--- config.mk ---
export PLATFORM = sky130hd
export DESIGN_NAME = imem_loader
export DESIGN_NICKNAME = d
export VERILOG_FILES = /design/src/rtl/imem_loader.sv
export SDC_FILE = /design/constraint.sdc
export NUM_CORES = 1
export LEC_CHECK = 0
export CAP_MARGIN = 20
export CORE_MARGIN = 5
export CORE_UTILIZATION = 23
export CTS_BUF_LIST = sky130_fd_sc_hd__clkbuf_16
export DETAILED_ROUTE_END_ITERATION = 16
export GPL_ROUTABILITY_DRIVEN = 0
export GPL_TIMING_DRIVEN = 1
export HOLD_SLACK_MARGIN = 0.08
export SYNTH_ARGS = -nofsm -noshare
export SYNTH_HDL_FRONTEND = slang
export SYNTH_SLANG_ARGS = --single-unit
--- constraint.sdc ---
create_clock -name Clk -period 5.3 [get_ports Clk]
set_input_delay 1.59 -clock Clk [delete_from_list [all_inputs] [get_ports Clk]]
set_output_delay 1.59 -clock Clk [all_outputs]
set_load 0.02 [all_outputs]
--- src/rtl/imem_loader.sv ---
// imem_loader: byte-stream to instruction-memory word loader.
// Packs a valid/ready byte stream little-endian into 32-bit words, writes them at
// consecutive word addresses from 0, holds the CPU while loading and pulses a CPU
// reset once the program is in place.
module imem_loader #(
  parameter int unsigned DEPTH  = 1024,
  parameter int unsigned ADDR_W = 10
) (
  input  logic              Clk,
  input  logic              Reset,
  input  logic              load_start,
  input  logic              in_valid,
  output logic              in_ready,
  input  logic [7:0]        in_byte,
  input  logic              in_last,
  output logic              mem_we,
  output logic [ADDR_W-1:0] mem_waddr,
  output logic [31:0]       mem_wdata,
  output logic              cpu_hold,
  output logic              cpu_reset,
  output logic              done,
  output logic              overflow,
  output logic [ADDR_W:0]   word_count
);

  typedef enum logic [1:0] {
    StIdle,
    StLoad,
    StFlush,
    StDone
  } state_e;

  localparam logic [ADDR_W:0] DepthCnt = (ADDR_W + 1)'(DEPTH);
  localparam logic [ADDR_W:0] CntOne   = (ADDR_W + 1)'(1);

  state_e              state_q, state_d;
  logic [1:0]          lane_q, lane_d;
  logic [31:0]         word_buf_q, word_buf_d;
  logic                mem_we_q, mem_we_d;
  logic [ADDR_W-1:0]   mem_waddr_q, mem_waddr_d;
  logic [31:0]         mem_wdata_q, mem_wdata_d;
  logic                cpu_hold_q, cpu_hold_d;
  logic                cpu_reset_q, cpu_reset_d;
  logic                done_q, done_d;
  logic                overflow_q, overflow_d;
  logic [ADDR_W:0]     word_count_q, word_count_d;

  logic                accept;
  logic                word_end;
  logic                finish;
  logic [31:0]         word_cur;

  // Byte handshake: the loader takes one byte per cycle for the whole LOAD state.
  assign in_ready = (state_q == StLoad);
  assign accept   = in_ready & in_valid;
  assign word_end = (lane_q == 2'd3) | in_last;

  // Current word with the incoming byte merged into its lane; upper lanes stay zero
  // because the buffer is cleared at every word boundary.
  always_comb begin
    word_cur = word_buf_q;
    word_cur[{lane_q, 3'b000} +: 8] = in_byte;
  end

  // Next-state and datapath updates; strobes default low every cycle.
  always_comb begin
    state_d      = state_q;
    lane_d       = lane_q;
    word_buf_d   = word_buf_q;
    mem_we_d     = 1'b0;
    mem_waddr_d  = mem_waddr_q;
    mem_wdata_d  = mem_wdata_q;
    cpu_hold_d   = cpu_hold_q;
    cpu_reset_d  = 1'b0;
    done_d       = done_q;
    overflow_d   = overflow_q;
    word_count_d = word_count_q;
    finish       = 1'b0;

    unique case (state_q)
      StIdle, StDone: begin
        if (load_start) begin
          state_d      = StLoad;
          lane_d       = 2'd0;
          word_buf_d   = 32'h0;
          word_count_d = '0;
          done_d       = 1'b0;
          overflow_d   = 1'b0;
          cpu_hold_d   = 1'b1;
        end
      end

      StLoad: begin
        if (accept) begin
          if (!word_end) begin
            word_buf_d = word_cur;
            lane_d     = lane_q + 2'd1;
          end else begin
            word_buf_d = 32'h0;
            lane_d     = 2'd0;
            if (word_count_q == DepthCnt) begin
              // Memory already full: drop the word and end the load.
              overflow_d = 1'b1;
              finish     = 1'b1;
            end else begin
              mem_we_d     = 1'b1;
              mem_waddr_d  = word_count_q[ADDR_W-1:0];
              mem_wdata_d  = word_cur;
              word_count_d = word_count_q + CntOne;
              if (!in_last) begin
                state_d = StLoad;
              end else if (lane_q == 2'd3) begin
                finish = 1'b1;
              end else begin
                // Partial last word: its write is issued during FLUSH.
                state_d = StFlush;
              end
            end
          end
        end
      end

      StFlush: begin
        finish = 1'b1;
      end

      default: begin
        state_d = StIdle;
      end
    endcase

    // Common entry into DONE: release the CPU and pulse its reset.
    if (finish) begin
      state_d     = StDone;
      cpu_hold_d  = 1'b0;
      cpu_reset_d = 1'b1;
      done_d      = 1'b1;
    end
  end

  // State and output registers with synchronous reset.
  always_ff @(posedge Clk) begin
    if (Reset) begin
      state_q      <= StIdle;
      lane_q       <= 2'd0;
      word_buf_q   <= 32'h0;
      mem_we_q     <= 1'b0;
      mem_waddr_q  <= '0;
      mem_wdata_q  <= 32'h0;
      cpu_hold_q   <= 1'b0;
      cpu_reset_q  <= 1'b0;
      done_q       <= 1'b0;
      overflow_q   <= 1'b0;
      word_count_q <= '0;
    end else begin
      state_q      <= state_d;
      lane_q       <= lane_d;
      word_buf_q   <= word_buf_d;
      mem_we_q     <= mem_we_d;
      mem_waddr_q  <= mem_waddr_d;
      mem_wdata_q  <= mem_wdata_d;
      cpu_hold_q   <= cpu_hold_d;
      cpu_reset_q  <= cpu_reset_d;
      done_q       <= done_d;
      overflow_q   <= overflow_d;
      word_count_q <= word_count_d;
    end
  end

  // A write registered just before Reset rises must not reach memory in the reset cycle.
  assign mem_we     = mem_we_q & ~Reset;
  assign mem_waddr  = mem_waddr_q;
  assign mem_wdata  = mem_wdata_q;
  assign cpu_hold   = cpu_hold_q;
  assign cpu_reset  = cpu_reset_q;
  assign done       = done_q;
  assign overflow   = overflow_q;
  assign word_count = word_count_q;

endmodule
### Word-level counts from Yosys, hierarchy flattened

Index checks and enable logic that the tools add are counted.

| word-level totals | value |
|---|---|
| flip-flop bits (word level) | 94 |
| latch bits | 0 |
| RAM bits | 0 |
| ROM bits | 0 |
| output and inout bits | 59 |
| memories kept | 0 |

| operators by class | value |
|---|---|
| add/subtract/negate cells | 3 |
| $mul | 0 |
| divide/modulo/power cells | 0 |
| $lt $le $gt $ge | 0 |
| equal/unequal tests | 15 |
| shifts and indexed selects | 2 |
| multiplexer cells | 37 |
| bitwise gates (word level) | 8 |
| reductions and logical operators | 15 |

Operator list:

| operator | count |
|---|---|
| $mux 32 | 3 |
| $pmux 32 s2 | 1 |
| $mux 11 | 4 |
| $bwmux 32 | 1 |
| $shift 8x7->32 const A | 1 |
| $shiftx 8x7->32 | 1 |
| $pmux 11 s2 | 1 |
| $mux 2 | 10 |
| $mux 1 | 13 |
| $add 11x1->11 const B | 1 |
| $eq 11x11->1 const B | 1 |
| $reduce_and 5->1 | 2 |
| $pmux 2 s2 | 2 |
| $neg 5->7 | 1 |
| $eq 2x2->1 const B | 3 |
| $ne 2x1->1 const B | 3 |
| $ne 3x1->1 const B | 2 |
| $ne 3x3->1 const B | 2 |
| $reduce_and 6->1 | 1 |
| $reduce_bool 2->1 | 3 |
| $not 1->1 | 5 |
| $ne 2x2->1 const B | 2 |
| $ne 4x4->1 const B | 1 |
| $pmux 1 s2 | 2 |
| other kinds (11) | 14 |

### Depth between registers and ports, before layout

| logic depth | value |
|---|---|
| depth after elaboration | 9 |
| gate-level depth with buffers | 9 |

### Least setup slack after synthesis

Ideal clock, no wire load.

| timing path | value |
|---|---|
| path kind | input to output |
| start | input port Reset |
| end | output port mem_we |
| arrival time | 2.281 ns |
| data required time | 3.710 ns |
| setup slack | 1.429 ns |
| stages | 3 |
| buffers on the path | 2 |
| path through | clkbuf_1 -> clkbuf_1 -> nor2b_1 |

| between the ends | value |
|---|---|
| cells in the longest elaborated chain, start to end | 2 |

RTL lines:

| what | line | RTL |
|---|---|---|
| start, declared | 10 | `input logic Reset,` |
| $not 1->1 | 171 | `assign mem_we = mem_we_q & ~Reset;` |
| $and 1x1->1 | 171 |  |
| end, declared | 16 | `output logic mem_we,` |

No other way between the ends.

### Worst setup path in the final report

Ends and elaborated chain as after synthesis.

==> flow_metrics.py <==
metrics = {
    "detailed_routing": {
        "drtPass1Iterations": 4,
        "wl_per_cell_um": 15.1,
        "drc": 0,
        "routed-via-count": 3537,
        "drt_iter0_markers": 257,
        "viasPerCell": 4.70,
        "ant_nets": 0,
        "drt-total-wl_mm": 11.3,
    },
    "global_route": {
        "grt_overflow": 0,
        "grt_usage_pct": 11.3,
        "grt_pass1_wl_mm": 18.3,
        "grt_max_degree": 91,
        "grt_pass1_vias": 3371,
        "antenna_found_initial": 0,
    },
    "finish": {
        "fin_nets": 541,
        "layout-drive-gt1-share_pct": 10.7,
        "regArea_sq_um": 1880,
        "n_fill_cell": 1843,
        "antennaDiodeCount": 0,
        "syn_to_final_growth_pct": 29.4,
        "finalInstanceArea_sq_um": 5350,
        "multiInputGateArea_sq_um": 2070,
        "fin_util_pct": 30.0,
    },
    "pwr": {
        "power.density_nw_per_um2": 288,
        "ir_worst_vdd_mv": 0.155,
        "leakage_nw": 1.82,
    },
    "floorplan": {
        "fp.dieW_um": 144,
        "dieArea_sq_um": 20700,
        "ios": 72,
        "row_count": 49,
        "dieHeight_um": 144,
        "initial_core_util_pct": 23.2,
        "core_area_sq_um": 17800,
    },
    "logic_synthesis": {
        "syn_nets": 484,
        "syn_area_sq_um": 4130,
        "yosys_warnings": 0,
        "synth_cell_types": 47,
        "syn_area_per_cell_sq_um": 8.96,
        "async_flop_share_pct": 0,
        "netlist_instances": 461,
        "synth-seq-cells": 94,
        "ys.flop_type": "dfxtp_1",
        "synth_seq_area_share_pct": 45.5,
        "synth_edf_count": 0,
    },
    "clocking": {
        "cts_tree": "done",
        "cts-resized-gates": 0,
        "insertion_delay_ns": 0.35,
        "path_clk_slew_ns": 0.06,
        "clock_sinks": 94,
        "hold_buffers": 0,
        "cts_buffer_depth": 2,
        "cts-htree-levels": 3,
        "clockRootBuffer": "clkbuf_16",
        "cts_made_buffers": 9,
        "cts_setup_buffers": 0,
    },
    "sta": {
        "relSlewSlack_pct": 27.1,
        "holdWs_ns": 0.455,
        "clock.fmax_mhz": 249,
        "timing.final.max_slew_violations": 0,
        "final-hold-violation-count": 0,
        "period_share_pct": 75.7,
        "setup_tns_ns": 0,
        "fin_crit_ns": 4.01,
        "skew_ns": 0.0112,
        "setup_violations": 0,
        "worstMarginPinSlew_ns": 1.09,
        "rsz0062_at_grt": "no",
    },
    "worst_hold_path": {
        "hold_class": "flop to flop",
    },
    "setup_path": {
        "critPathMaxFanout": 2,
        "critical_path_arrival_ns": 2.42,
        "max_stage_delay_ns": 0.61,
        "critical_path_class": "primary input to output pin",
        "start_kind": "primary input",
        "slowest_stage": "clkdlybuf4s50_1",
        "cp_cell_sequence": "buf_4 > nor2b_1 > clkdlybuf4s50_1",
        "crit_required_ns": 3.71,
        "end_kind": "output pin",
    },
    "flow_run": {
        "cap_violations": 0,
    },
    "placed_design": {
        "place_hpwl_mm": 7.46,
        "port_buffers": 71,
        "placed_area_sq_um": 5040,
    },
    "status": {
        "status": "finished clean",
    },
}
[placed cells by master, fill, tap and decap left out, types with 7 or more instances in the layout]
cell type          n
ha_1              10
a2bb2oi_1          7
o21ai_0           10
dfxtp_1           94
a211oi_1           9
clkdlybuf4s50_1   70
a22oi_1           35
nand2_1           13
clkbuf_16          9
or3_1              8
a22o_1            25
a21oi_1           17
inv_1             16
nor2_1           106
nor3_2            22
[layer usage]
metal | up-vias | share of wire [%] | global-route usage [%] | wire (um)
li1 | 1769 | - | - | -
met1 | 1671 | 46 | 15.0 | 5210
met2 | 82 | 45 | 16.8 | 5120
met3 | 15 | 7.1 | 3.51 | 806
met4 | 0 | 1.7 | 4.81 | 187
met5 | - | 0 | 0 | 0
[path summary, 6_finish.rpt]
path	startpoint	to	slack, ns	cells past startpoint
setup / recovery	Reset	mem_we	1.29	3
hold / removal	mem_waddr[9]$_SDFFE_PP0P_	mem_waddr[9]$_SDFFE_PP0P_	0.46	2
setup reg to reg	word_count[0]$_SDFFE_PP0P_	cpu_hold$_SDFFE_PP0P_	2.82	6
hold reg to reg	mem_waddr[9]$_SDFFE_PP0P_	mem_waddr[9]$_SDFFE_PP0P_	0.46	2
[flip-flops by register name (all words and copies together), names as in the netlist, 2 cells and up]
signal,cells
lane_q,2
state_q,2
word_count,11
mem_wdata,32
word_buf_q,32
mem_waddr,10
[cell usage after synthesis, types with 7 or more instances]
library cell | n | area, sq um
a22oi_1 | 35 | 263
a22o_1 | 25 | 219
nor2_1 | 106 | 398
o21ai_0 | 10 | 50.1
nor3_2 | 22 | 220
or3_1 | 8 | 50.1
a211oi_1 | 9 | 67.6
inv_1 | 14 | 52.6
nand2_1 | 13 | 48.8
clkbuf_1 | 22 | 82.6
a2bb2oi_1 | 7 | 61.3
dfxtp_1 | 94 | 1880
a21oi_1 | 17 | 85.1
ha_1 | 10 | 125
[kinds of logic (layout without fill, tap and decap cells)]
| kind of cell | Yosys count | after routing | synth area share [%] |
|---|---|---|---|
| AND/OR/NAND/NOR | 185 | 185 | 23.4 |
| AO/OA/AOI/OAI | 122 | 122 | 22.1 |
| flip-flops | 94 | 94 | 45.5 |
| buffers and inverters | 46 | 108 | 4.97 |
| adder cells (fa/ha/maj) | 10 | 10 | 3.03 |
| multiplexers | 3 | 3 | 0.757 |
| XOR/XNOR | 1 | 1 | 0.212 |
[final cells by class]
| cell class | instances | area share (%) |
|---|---|---|
| clock buffer | 9 | 4.21 |
| clock inverter | 7 | 0.772 |
| inverter | 14 | 0.983 |
| multi-input combinational | 321 | 38.7 |
| sequential | 94 | 35.2 |
| tap | 229 | 5.36 |
| timing repair buffer | 78 | 14.7 |
[worst max-delay path: cells and delay by family]
kind,cells,cell delay [ns]
simple gates,1,0.11
buf+inv,2,0.72
[power breakdown]
| part | total [mW] | internal, mW | switching, mW | leakage (nW) |
|---|---|---|---|---|
| Combinational | 0.210 | 0.0784 | 0.132 | 0.928 |
| Sequential | 0.738 | 0.726 | 0.0119 | 0.760 |
| Clock | 0.595 | 0.315 | 0.280 | 0.136 |
| Total | 1.54 | 1.12 | 0.424 | 1.82 |
[stage by stage]
step | worst slack [ns] | power, mW | instances
3_5_place_dp | 1.30 | 0.963 | 734
4_1_cts | 1.28 | 1.57 | 750
2_1_floorplan | 1.43 | 0.882 | 461
5_1_grt | 1.24 | 1.62 | 752
3_3_place_gp | 1.29 | 0.962 | 734
6_report | 1.29 | 1.54 | 752
(Power assumes the default switching activity.)
